==> src/rtl/address_register_bank_pkg.sv <==
// +------------------------------------------------------------------+
// | Package : arf_pkg                                                |
// | Shared encodings for the address register bank.                  |
// | Option  : ARF_SATURATE_EN (inc/dec saturate instead of wrapping) |
// | Rev 1.0 : initial release                                        |
// +------------------------------------------------------------------+
`default_nettype none

package arf_pkg;

  localparam logic [1:0] FS_DEC  = 2'b00;
  localparam logic [1:0] FS_INC  = 2'b01;
  localparam logic [1:0] FS_LOAD = 2'b10;
  localparam logic [1:0] FS_CLR  = 2'b11;

  localparam int IDX_PC = 0;
  localparam int IDX_SP = 1;
  localparam int IDX_AR = 2;

`ifdef ARF_SATURATE_EN
  localparam bit SATURATE = 1'b1;
`else
  localparam bit SATURATE = 1'b0;
`endif

  typedef enum logic [1:0] {
    ST_IDLE = 2'd0,
    ST_PUSH = 2'd1,
    ST_POP  = 2'd2
  } arf_state_t;

endpackage

`default_nettype wire

==> src/rtl/address_register_bank_address_reg.sv <==
// +------------------------------------------------------------------+
// | Module  : address_reg                                            |
// | One AW-bit register with dec/inc/load/clear and a priority load. |
// | Option  : ARF_SATURATE_EN (via arf_pkg::SATURATE)                |
// | Rev 1.0 : initial release                                        |
// +------------------------------------------------------------------+
`default_nettype none

module address_reg
  import arf_pkg::*;
#(
  parameter int            AW        = 16,
  parameter logic [AW-1:0] RESET_VAL = '0
) (
  input  logic          clk,
  input  logic          rst_n,
  input  logic          i_en,
  input  logic [1:0]    i_fun_sel,
  input  logic [AW-1:0] i_data,
  input  logic          i_seq_load,
  input  logic [AW-1:0] i_seq_data,
  output logic [AW-1:0] o_q
);

  logic [AW-1:0] r_q;

  // Sequencer load has priority; the top already masks conflicting writes.
  always_ff @(posedge clk or negedge rst_n) begin
    if (!rst_n) begin
      r_q <= RESET_VAL;
    end else if (i_seq_load) begin
      r_q <= i_seq_data;
    end else if (i_en) begin
      case (i_fun_sel)
        FS_DEC:  r_q <= (SATURATE && (r_q == '0)) ? r_q : r_q - AW'(1);
        FS_INC:  r_q <= (SATURATE && (&r_q)) ? r_q : r_q + AW'(1);
        FS_LOAD: r_q <= i_data;
        default: r_q <= '0;
      endcase
    end
  end

  assign o_q = r_q;

endmodule

`default_nettype wire

==> src/rtl/address_register_bank.sv <==
// +------------------------------------------------------------------+
// | Module  : address_register_bank                                  |
// | PC/SP/AR register bank with CALL/RET stack sequencer.            |
// | Option  : ARF_SATURATE_EN (inc/dec saturate instead of wrapping) |
// | Rev 1.0 : initial release                                        |
// +------------------------------------------------------------------+
`default_nettype none

module address_register_bank
  import arf_pkg::*;
#(
  parameter int            AW          = 16,
  parameter int            NREG        = 4,
  parameter logic [AW-1:0] STACK_BASE  = 'hFFFF,
  parameter logic [AW-1:0] STACK_LIMIT = 'hFF00,
  parameter int            SELW        = $clog2(NREG)
) (
  input  logic            clk,
  input  logic            rst_n,
  input  logic [AW-1:0]   i_data,
  input  logic [NREG-1:0] i_reg_sel,
  input  logic [1:0]      i_fun_sel,
  input  logic [SELW-1:0] i_out_c_sel,
  input  logic [SELW-1:0] i_out_d_sel,
  output logic [AW-1:0]   o_out_c,
  output logic [AW-1:0]   o_out_d,
  input  logic            i_call_req,
  input  logic            i_ret_req,
  input  logic [AW-1:0]   i_target,
  output logic            o_busy,
  output logic            o_mem_req,
  output logic            o_mem_we,
  output logic [AW-1:0]   o_mem_addr,
  output logic [AW-1:0]   o_mem_wdata,
  input  logic [AW-1:0]   i_mem_rdata,
  input  logic            i_mem_ack,
  output logic            o_stack_fault
);

  arf_state_t    r_state;
  logic [AW-1:0] r_target;
  logic          r_busy;
  logic          r_mem_req;
  logic          r_mem_we;
  logic          r_stack_fault;

  logic [AW-1:0]   w_q        [NREG];
  logic [AW-1:0]   w_rd       [2**SELW];
  logic [NREG-1:0] w_en;
  logic [NREG-1:0] w_seq_load;
  logic [AW-1:0]   w_seq_data [NREG];
  logic [AW-1:0]   w_pc;
  logic [AW-1:0]   w_sp;
  logic [AW-1:0]   w_sp_dec;
  logic [AW-1:0]   w_sp_inc;

  assign w_pc     = w_q[IDX_PC];
  assign w_sp     = w_q[IDX_SP];
  assign w_sp_dec = (SATURATE && (w_sp == '0)) ? w_sp : w_sp - AW'(1);
  assign w_sp_inc = (SATURATE && (&w_sp))      ? w_sp : w_sp + AW'(1);

  // PC and SP belong to the sequencer while a transfer is outstanding.
  always_comb begin
    for (int k = 0; k < NREG; k++) begin
      w_en[k] = i_reg_sel[k] && !(r_busy && ((k == IDX_PC) || (k == IDX_SP)));
    end
  end

  always_comb begin
    w_seq_load = '0;
    for (int k = 0; k < NREG; k++) w_seq_data[k] = '0;
    if (i_mem_ack && (r_state == ST_PUSH)) begin
      w_seq_load[IDX_PC] = 1'b1;
      w_seq_data[IDX_PC] = r_target;
      w_seq_load[IDX_SP] = 1'b1;
      w_seq_data[IDX_SP] = w_sp_dec;
    end else if (i_mem_ack && (r_state == ST_POP)) begin
      w_seq_load[IDX_PC] = 1'b1;
      w_seq_data[IDX_PC] = i_mem_rdata;
      w_seq_load[IDX_SP] = 1'b1;
      w_seq_data[IDX_SP] = w_sp_inc;
    end
  end

  for (genvar k = 0; k < NREG; k++) begin : g_reg
    address_reg #(
      .AW        (AW),
      .RESET_VAL ((k == IDX_SP) ? STACK_BASE : '0)
    ) u_reg (
      .clk        (clk),
      .rst_n      (rst_n),
      .i_en       (w_en[k]),
      .i_fun_sel  (i_fun_sel),
      .i_data     (i_data),
      .i_seq_load (w_seq_load[k]),
      .i_seq_data (w_seq_data[k]),
      .o_q        (w_q[k])
    );
  end

  // Unused select codes past NREG read back as zero.
  for (genvar k = 0; k < 2**SELW; k++) begin : g_rd
    if (k < NREG) begin : g_real
      assign w_rd[k] = w_q[k];
    end else begin : g_pad
      assign w_rd[k] = '0;
    end
  end

  assign o_out_c = w_rd[i_out_c_sel];
  assign o_out_d = w_rd[i_out_d_sel];

  always_ff @(posedge clk or negedge rst_n) begin
    if (!rst_n) begin
      r_state       <= ST_IDLE;
      r_target      <= '0;
      r_busy        <= 1'b0;
      r_mem_req     <= 1'b0;
      r_mem_we      <= 1'b0;
      r_stack_fault <= 1'b0;
    end else begin
      case (r_state)
        ST_IDLE: begin
          if (i_call_req) begin
            if (w_sp == STACK_LIMIT) begin
              r_stack_fault <= 1'b1;
            end else begin
              r_target  <= i_target;
              r_state   <= ST_PUSH;
              r_busy    <= 1'b1;
              r_mem_req <= 1'b1;
              r_mem_we  <= 1'b1;
            end
          end else if (i_ret_req) begin
            if (w_sp == STACK_BASE) begin
              r_stack_fault <= 1'b1;
            end else begin
              r_state   <= ST_POP;
              r_busy    <= 1'b1;
              r_mem_req <= 1'b1;
              r_mem_we  <= 1'b0;
            end
          end
        end
        ST_PUSH, ST_POP: begin
          if (i_mem_ack) begin
            r_state   <= ST_IDLE;
            r_busy    <= 1'b0;
            r_mem_req <= 1'b0;
            r_mem_we  <= 1'b0;
          end
        end
        default: begin
          r_state   <= ST_IDLE;
          r_busy    <= 1'b0;
          r_mem_req <= 1'b0;
          r_mem_we  <= 1'b0;
        end
      endcase
    end
  end

  // Address/data follow the live SP/PC so a same-edge RegSel write is honoured.
  always_comb begin
    o_mem_addr  = '0;
    o_mem_wdata = '0;
    if (r_state == ST_PUSH) begin
      o_mem_addr  = w_sp - AW'(1);
      o_mem_wdata = w_pc;
    end else if (r_state == ST_POP) begin
      o_mem_addr  = w_sp;
    end
  end

  assign o_busy        = r_busy;
  assign o_mem_req     = r_mem_req;
  assign o_mem_we      = r_mem_we;
  assign o_stack_fault = r_stack_fault;

endmodule

`default_nettype wire

==> config.mk <==
export PLATFORM = sky130hd
export DESIGN_NAME = address_register_bank
export DESIGN_NICKNAME = d
export VERILOG_FILES = /design/src/rtl/address_register_bank_pkg.sv /design/src/rtl/address_register_bank_address_reg.sv /design/src/rtl/address_register_bank.sv
export SDC_FILE = /design/constraint.sdc
export NUM_CORES = 1
export LEC_CHECK = 0
export CORE_MARGIN = 10
export CORE_UTILIZATION = 55
export CTS_CLUSTER_DIAMETER = 50
export CTS_CLUSTER_SIZE = 10
export DETAILED_ROUTE_END_ITERATION = 10
export DONT_BUFFER_PORTS = 1
export PLACE_DENSITY = 0.75
export SETUP_SLACK_MARGIN = 0.02
export SYNTH_ARGS = -nofsm -noshare
export SYNTH_HDL_FRONTEND = slang
export SYNTH_SLANG_ARGS = --single-unit
==> constraint.sdc <==
create_clock -name clk -period 4.1 [get_ports clk]
set_clock_uncertainty 0.15 [all_clocks]
set_input_delay 0.41 -clock clk [delete_from_list [all_inputs] [get_ports clk]]
set_output_delay 0.41 -clock clk [all_outputs]
set_load 0.02 [all_outputs]
==> results of run 1 <==
-- power by group --
part	switching, mW	internal (mW)	leakage, nW
Clock	0.421	0.433	0.148
Sequential	0.613	1.20	0.968
Combinational	2.11	1.47	2.23
-- registers in the layout, indices dropped and copies added, names as in the netlist --
| register | cells |
|---|---|
| r_target | 16 |
| o_mem_req | 1 |
| o_stack_fault | 1 |
| r_state | 2 |
| g.u_reg.o_q | 64 |
-- stage by stage --
stage          power (mW)  instances  instance area (µm²)
4_1_cts             6.177       1097                 8422
3_3_place_gp        5.244       1076                 8055
5_1_grt             6.680       1097                 8422
3_5_place_dp        5.291       1076                 8055
6_report            6.249       1097                 8422
2_1_floorplan       4.467        943                 7950
-- critical path: cells and delay by family (launching register included) --
kind,cells,cell delay [ns]
AND/OR/NAND/NOR,4,1.48
AO/OA/AOI/OAI,1,0.56
flip-flops,1,0.43
adder cells (fa/ha/maj),1,0.25
buffers and inverters,1,0.15
-- timing repair --
item	in CTS	in global routing
hold endpoints to repair	99	0
hold buffers	5	0
endpoints found under the setup margin	0	0
resized for setup	0	0
-- layout by cell type (no fill, tap or decap), drive strengths merged, types with 18 or more instances in the layout --
master | synthesis | final
a31oi | 19 | 19
nor2 | 83 | 83
nand3 | 25 | 25
nand2 | 88 | 88
a21oi | 85 | 85
o21a | 19 | 19
inv | 26 | 31
o21ai | 81 | 81
ha | 51 | 51
a21o | 21 | 21
xnor2 | 21 | 21
and2 | 19 | 19
buf | 10 | 18
mux4 | 32 | 32
dfrtp | 68 | 68
-- routing by layer --
metal  vias to the layer above  track usage (%)  part of all wire [%]
li1                       3493                -                     -
met1                      3667            34.94                    39
met2                       469            39.90                    44
met3                        77            7.505                    12
met4                         0            12.50                   4.5
met5                         -            1.571                     0
-- cells in the mapped netlist (4+ instances only) --
cell type	n	share of area (%)
mux2i_1	5	0.63
o31ai_1	5	0.47
a21o_1	21	2.0
mux4_2	32	9.1
or3_1	4	0.31
nand2_1	87	4.1
o21ai_0	80	5.0
nand2b_1	8	0.63
a31oi_1	19	1.5
mux2_2	17	2.4
buf_1	7	0.33
xnor2_1	21	2.3
inv_1	26	1.2
o211ai_1	13	1.2
nor2_1	83	3.9
a211oi_1	9	0.85
a221oi_1	8	0.88
nor3_1	16	1.0
a22o_1	4	0.44
clkbuf_1	54	2.5
nor2b_1	15	1.2
dfstp_2	16	5.3
o22a_1	4	0.44
o21a_1	19	1.8
o22ai_1	11	0.87
and3_1	8	0.63
ha_1	51	8.0
and2_1	19	1.5
o221ai_1	5	0.55
a22oi_1	14	1.3
nor4_1	9	0.71
a21oi_1	85	5.4
xor2_1	15	1.7
nand4_1	9	0.71
dfrtp_1	68	21
nand3_1	25	1.6
-- path summary, 6_finish.rpt --
path	from	endpoint	slack [ns]	depth (start not counted)
worst max-delay path	g_reg[1].u_reg.o_q[0]	o_mem_addr[14]	0.31	7
worst min-delay path	i_reg_sel[2]	g_reg[2].u_reg.o_q[0]	0.008	1
worst max register to register	r_state[0]	g_reg[1].u_reg.o_q[8]	0.96	10
worst min register to register	r_target[8]	r_target[8]	0.36	1
max in group asynchronous	rst_n	g_reg[1].u_reg.o_q[11]	2.96	2
min in group asynchronous	rst_n	r_target[3]	0.47	2
-- final cells by class --
| class | instances | area share [%] |
|---|---|---|
| Clock inverter | 7 | 0.8765 |
| Timing Repair Buffer | 22 | 2.318 |
| Inverter | 26 | 1.159 |
| Clock buffer | 9 | 2.674 |
| Sequential cell | 84 | 25.20 |
| Multi-Input combinational cell | 769 | 65.10 |
| Tap cell | 180 | 2.674 |
-- cell families after synthesis --
| logic type | after synthesis | share of synthesized area, % |
|---|---|---|
| AO/OA/AOI/OAI | 326 | 25.94 |
| buffers and inverters | 90 | 4.407 |
| flip-flops | 84 | 26.69 |
| multiplexers | 54 | 12.10 |
| AND/OR/NAND/NOR | 299 | 18.11 |
| XOR/XNOR | 36 | 3.966 |
| adder cells (fa/ha/maj) | 54 | 8.782 |
==> summary.txt, run 1 <==
Global route
  • Wire length of the first global-routing pass: ~42 mm
  • Number of antenna violations at the first check in global routing: 0
  • Number of global-route vias before repair: ~7000
  • Global router's overall resource usage: ~27%
  • Overflow left after global routing: 0
  • Maximum number of pins on one net before global-route repair: between 80 and 90

Status
  • Result of the run: finished clean

Drt
  • Post-detailed-route DRC marker count: 0
  • ANT nets after route: 0
  • Detail-routed via count per cell: approximately 7
  • Number of DRC violations after detailed-routing iteration 0: roughly 850
  • Avg WL per Cell: 24.72 µm
  • DR vias: just under 8000
  • Detailed-route wire length: 27.11 mm
  • Count of TritonRoute iterations in the first routing pass: 5

Final layout
  • Fillers: 1238
  • Antenna diodes: 0
  • Area taken by flip-flops and latches: between 0.002 and 0.0025 mm²
  • Area growth syn-to-layout: 5.933%
  • Number of nets at the end of the flow: 1029
  • Share of layout cells above drive strength 1: between 10 and 15%
  • Total area of multi-input combinational cells: 0.005483 mm²
  • Post-layout utilization of the core: 59.98%

Synthesis
  • Warnings, synthesis: 0
  • Seq/Total Area, Yosys: 26.69%
  • Area of the mapped netlist: around 0.0080 mm²
  • Mean post-synth cell area: 8.431 µm²
  • Synth Register Bits: 84
  • Number of nets produced by synthesis: ~1100
  • Number of flops mapped to enable cells by yosys: 0
  • Most instantiated flip-flop cell in the synthesis netlist: dfrtp_1
  • Distinct cell type count of the synthesized netlist: 75
  • Synth Instances: about 940
  • Post-synth ARST share: 100.0%

Place
  • Post-place setup slack: between 0.7 and 0.8 ns
  • Detailed Place HPWL: between 20 and 25 mm
  • I/O Buffers: 0
  • Gpl congestion: ~0.99

Floorplan
  • I/O pin count: approximately 130
  • Die Y: around 140 µm
  • Std-Cell Core Area: 0.01404 mm²
  • Full die area: slightly below 0.02 mm²
  • Initial Util: roughly 57%
  • Std cell rows: between 40 and 50
  • Die Wd: about 140 µm

Worst setup path
  • Cell-by-cell trace of the critical path: inv_1 > ha_1 > nor3b_2 > nand3_1 > nor3_1 > nand2_1 > o21ai_0
  • Kind of critical path: flop to output port
  • Critical-path top delay cell: nor3_1
  • Endpoint required time on the critical path: 3.54 ns
  • Startpoint type of the worst setup path: flop
  • Capturing element type of the critical path: output port
  • Data arrival time of the critical path: ~3.2 ns
  • Stage delay of the slowest cell on the critical path: ~0.58 ns
  • CP Max Fanout: 11

Timing
  • Final count of negative-setup-slack endpoints: 0
  • Post-layout min period: 3.795 ns
  • Final Slew Violations: 0
  • Worst slew pin tran: between 0.9 and 1 ns
  • Portion of the clock cycle consumed by the worst path in the final layout: 92.55%
  • Setup repair after global routing missed its margin: false
  • Hold Slack: 0.008232 ns
  • Highest achievable clock rate: between 200 and 300 MHz
  • Tightest slew margin relative to the limit: between 30% and 40%
  • Setup Total Neg Slack: 0 ns
  • Number of hold-slack violations in the final timing report: 0
  • Smallest setup slack after layout: slightly above 0.3 ns

Clock network
  • Number of clock sinks seen by CTS: 84
  • Maximum level of the CTS H-tree: 3
  • Clock slew at the register clock pins of the worst setup and hold paths: around 0.070 ns
  • Post-CTS setup repair buffer count: 0
  • Clock root buffer: clkbuf_16
  • TritonCTS Buffers: 9
  • Clock tree from TritonCTS: yes
  • Clk Latency, worst-skew pair: about 0.37 ns
  • Max Buffers Root-to-Sink: 2

Run
  • Max-Cap Viols: 0

Power and ir drop
  • Largest voltage drop on the vdd net: 0.4026 mV
  • Power Density: between 700 and 800 mW/mm²
  • Leakage power total: 3.347 nW

Worst hold path
  • Hold crit path type: primary input to flop
Note: power is estimated with default switching activity, not from simulation.
==> inputs of run 2 (changes only) <==
- ABC_AREA: unset -> 1
- CELL_PAD_IN_SITES_DETAIL_PLACEMENT: unset -> 0
- CELL_PAD_IN_SITES_GLOBAL_PLACEMENT: unset -> 1
- CORE_UTILIZATION: 55 -> 42
- DONT_BUFFER_PORTS: 1 -> unset
- PLACE_DENSITY: 0.75 -> 0.93
==> run 2 against run 1 <==
  * Worst hold slack better by 0.32 ns
  * Register-to-register slack worse by 0.19 ns
  * Synthesized area up 7.9%
  * Worst setup slack better by 0.22 ns
  * Core utilization down 8.4 points
  * Wire length up 22%
  * Combinational power up 21%
  * Final cell count up 60%
  * Sequential cell count unchanged
  * First-iteration DRC count up 10%
  * Die area up 35%
  * Non-clock buffer count up 123
  * Critical path type unchanged
  * Largest cell class unchanged
==> summary.txt, run 2 <==
Floorplan
  • I/O pin count: 131 (unchanged)
  • Std-Cell Core Area: 0.02017 mm² (was 0.01404 mm²)
  • Std cell rows: 52 (was 43)
  • Initial Util: 42.52% (was 56.62%)
  • Die Wd: 162.9 µm (was 140.2 µm)
  • Full die area: 0.02654 mm² (was 0.01966 mm²)
  • Die Y: 162.9 µm (was 140.2 µm)

Drt
  • Count of TritonRoute iterations in the first routing pass: 6 (was 5)
  • DR vias: 9870 (was 7706)
  • Highest routed layer: met4 (unchanged)
  • Met2 Routed Length: 13.92 mm (was 11.94 mm)
  • Detail-routed via count per cell: 5.608 (was 7.025)
  • Post-detailed-route DRC marker count: 0 (unchanged)
  • Number of DRC violations after detailed-routing iteration 0: 939 (was 854)
  • Detailed-route wire length: 33.06 mm (was 27.11 mm)
  • Wire length the detailed router placed on met1: 14.68 mm (was 10.57 mm)
  • ANT nets after route: 0 (unchanged)
  • Met3 Wirelength: 3.509 mm (was 3.389 mm)
  • Avg WL per Cell: 18.78 µm (was 24.72 µm)

Global route
  • Maximum number of pins on one net before global-route repair: 49 (was 85)
  • Wire length of the first global-routing pass: 51.60 mm (was 41.86 mm)
  • Number of global-route vias before repair: 9224 (was 7139)
  • Overflow left after global routing: 0 (unchanged)
  • Global router's overall resource usage: 24.48% (was 26.76%)
  • Number of antenna violations at the first check in global routing: 0 (unchanged)

Synthesis
  • Distinct cell type count of the synthesized netlist: 51 (was 75)
  • Post-synth ARST share: 100.0% (unchanged)
  • Top post-synthesis cells by count: nand2_1 (424), a21oi_1 (169), inv_1 (135) (was nand2_1 (87), a21oi_1 (85), nor2_1 (83))
  • Dominant cell type by area after synthesis: dfrtp_1 (unchanged)
  • Mean post-synth cell area: 6.202 µm² (was 8.431 µm²)
  • Cell with the most instances after synthesis: nand2_1 (unchanged)
  • Area share of and/or/nand/nor cells after synthesis: 34.38% (was 18.11%)
  • Warnings, synthesis: 0 (unchanged)
  • Share of cell area taken by muxes after synthesis: 0% (was 12.10%)
  • Leading cell types by total area after synthesis: dfrtp_1 (20%), nand2_1 (19%), a21oi_1 (9.9%) (was dfrtp_1 (21%), mux4_2 (9.1%), ha_1 (8.0%))
  • Area fraction in compound gates after synthesis: 21.37% (was 25.94%)
  • Synth Instances: 1383 (was 943)
  • Adder and majority cell fraction of the synthesized area: 8.140% (was 8.782%)
  • Number of nets produced by synthesis: 1500 (was 1060)
  • Seq/Total Area, Yosys: 24.74% (was 26.69%)
  • Synth Register Bits: 84 (unchanged)
  • Share of Yosys cell area claimed by the top area cell type: 19.84% (was 21.40%)
  • Dominant combinational cell family by area after synthesis: simple AND/OR/NAND/NOR gates (was compound AO/OA/AOI/OAI gates)
  • Most instantiated flip-flop cell in the synthesis netlist: dfrtp_1 (unchanged)
  • Fraction of synthesized cell area in xor and xnor cells: 1.430% (was 3.966%)
  • Area of the mapped netlist: 0.008577 mm² (was 0.007950 mm²)
  • Number of flops mapped to enable cells by yosys: 0 (unchanged)

Timing
  • Setup repair after global routing missed its margin: false (unchanged)
  • Worst slew pin tran: 0.9530 ns (was 0.9491 ns)
  • Portion of the clock cycle consumed by the worst path in the final layout: 87.19% (was 92.55%)
  • Number of hold-slack violations in the final timing report: 0 (unchanged)
  • Setup Total Neg Slack: 0 ns (unchanged)
  • Highest achievable clock rate: 279.7 MHz (was 263.5 MHz)
  • Final Slew Violations: 0 (unchanged)
  • Final count of negative-setup-slack endpoints: 0 (unchanged)
  • Tightest slew margin relative to the limit: 36.39% (was 36.73%)
  • Post-layout min period: 3.575 ns (was 3.795 ns)

Place
  • Cell total after placement: 1743 (was 1076)
  • Detailed Place HPWL: 25.33 mm (was 20.20 mm)
  • Placed cell areas: 0.01007 mm² (was 0.008055 mm²)
  • I/O Buffers: 130 (was 0)
  • Gpl congestion: 0.9788 (was 0.9897)

Clock network
  • TritonCTS Buffers: 9 (unchanged)
  • Clock slew at the register clock pins of the worst setup and hold paths: 0.07 ns (about the same)
  • Post-CTS setup repair buffer count: 0 (unchanged)
  • Clock tree from TritonCTS: yes (unchanged)
  • Number of clock sinks seen by CTS: 84 (unchanged)
  • Maximum level of the CTS H-tree: 3 (unchanged)
  • Max Buffers Root-to-Sink: 2 (unchanged)
  • Clock root buffer: clkbuf_16 (unchanged)
  • Clk Latency, worst-skew pair: 0.37 ns (about the same)

Power and ir drop
  • Leakage power total: 5.020 nW (was 3.347 nW)
  • Largest voltage drop on the vdd net: 0.3371 mV (was 0.4026 mV)
  • Power Density: 666.9 mW/mm² (was 742.0 mW/mm²)
  • Overall power after layout: 6.937 mW (was 6.249 mW)

Worst setup path
  • Worst r2r path cells: 12 (was 10)
  • Setup slack of the worst register-to-register path: 0.77 ns (was 0.96 ns)
  • Endpoint required time on the critical path: 3.54 ns (about the same)
  • Data arrival time of the critical path: 3.01 ns (was 3.23 ns)
  • Beginning of the worst register-to-register path: r_state[1] (was r_state[0])
  • Worst reg2reg endpoint: g_reg[0].u_reg.o_q[15] (was g_reg[1].u_reg.o_q[8])
  • CP Max Fanout: 16 (was 11)
  • Startpoint type of the worst setup path: flop (unchanged)
  • Capturing element type of the critical path: output port (unchanged)
  • Kind of critical path: flop to output port (unchanged)

Final layout
  • Share of layout cells above drive strength 1: 7.114% (was 12.21%)
  • Commonest cells after routing, fill and taps aside: nand2_1 (424), a21oi_1 (169), inv_1 (135) (was nand2_1 (87), a21oi_1 (85), nor2_1 (83))
  • Flip-flop count of the largest register, all copies and words added: 64 (unchanged)
  • Fillers: 2056 (was 1238)
  • Most common cell after layout, fill and taps aside: nand2_1 (unchanged)
  • Antenna diodes: 0 (unchanged)
  • Non-filler cells in the finished layout: 1760 (was 1097)
  • Final standard cell area without fillers: 0.01040 mm² (was 0.008422 mm²)
  • Number of nets at the end of the flow: 1602 (was 1029)
  • Area growth syn-to-layout: 21.27% (was 5.933%)

Run
  • Max-Cap Viols: 0 (unchanged)

Worst hold path
  • Source of the worst hold timing path: o_stack_fault (was i_reg_sel[2])
  • Destination of the worst hold path: o_stack_fault (was g_reg[2].u_reg.o_q[0])
  • Hold Path Stages: 1 (unchanged)
  • Hold crit path type: flop to flop (was primary input to flop)

Status
  • Result of the run: finished clean (unchanged)
==> run 2: area by class of cell <==
cell class	count	area, µm²	share of cell area (%)
timing repair buffer	145	1426	13.71
sequential	84	2122	20.40
clock buffer	9	225.2	2.165
clock inverter	7	93.84	0.9022
tap	270	337.8	3.248
inverter	154	593.1	5.702
multi-input combinational	1091	5603	53.87
==> run 2: worst max path at each step <==
| stage | end | depth (start not counted) | startpoint | slack [ns] |
|---|---|---|---|---|
| final | o_mem_addr[15] | 6 | r_state[1] | 0.53 |
| after detailed placement | g_reg[0].u_reg.o_q[10] | 14 | i_fun_sel[0] | 0.74 |
| after global routing | o_mem_addr[14] | 6 | r_state[1] | 0.42 |
| after CTS | o_mem_addr[15] | 6 | r_state[1] | 0.56 |
| after global placement | g_reg[0].u_reg.o_q[15] | 11 | i_mem_ack | 0.73 |
| after floorplan | g_reg[2].u_reg.o_q[14] | 16 | i_fun_sel[1] | 1.34 |
==> run 2: routing by layer <==
layer  GRT usage (%)  up-vias
met2           36.22      475
met3           6.218       50
met5               0        -
met1           33.98     4554
met4           7.910        0
li1                -     4791
==> run 2: where the power goes <==
group / total [mW] / switching (mW) / internal (mW)
Sequential: 1.71 / 0.511 / 1.19
Clock: 0.906 / 0.416 / 0.490
Combinational: 4.33 / 2.72 / 1.61
==> run 2: cells by family (layout without fill, tap and decap cells) <==
family	Yosys count	in the layout
xor gates and xnor gates	14	14
AOI/OAI and AO/OA	333	333
and+or+nand+nor	690	690
adders and majority gates	54	54
buffers and inverters	208	315
DFF	84	84
==> run 2: critical path: stages (launching register included) <==
cell,delay (ns)
dfrtp_1,0.39
inv_1,0.10
ha_1,0.50
inv_1,0.24
nand2_1,0.54
o21ai_0,0.28
clkdlybuf4s50_1,0.60
==> run 2: metrics by stage <==
step	setup WS (ns)	utilization [%]	hold WS [ns]
global route	0.4151	51.57	0.3653
floorplan	1.339	-	-0.03559
finish	0.5252	51.57	0.3320
detailed placement	0.7450	49.94	0.2790
CTS	0.5585	51.57	0.3398
global placement	0.7271	49.94	0.2736
==> run 2: what timing repair did <==
action                                 in CTS  in global routing
resized for setup                           0                  0
endpoints found under the hold margin      30                  0
hold buffers                                1                  0
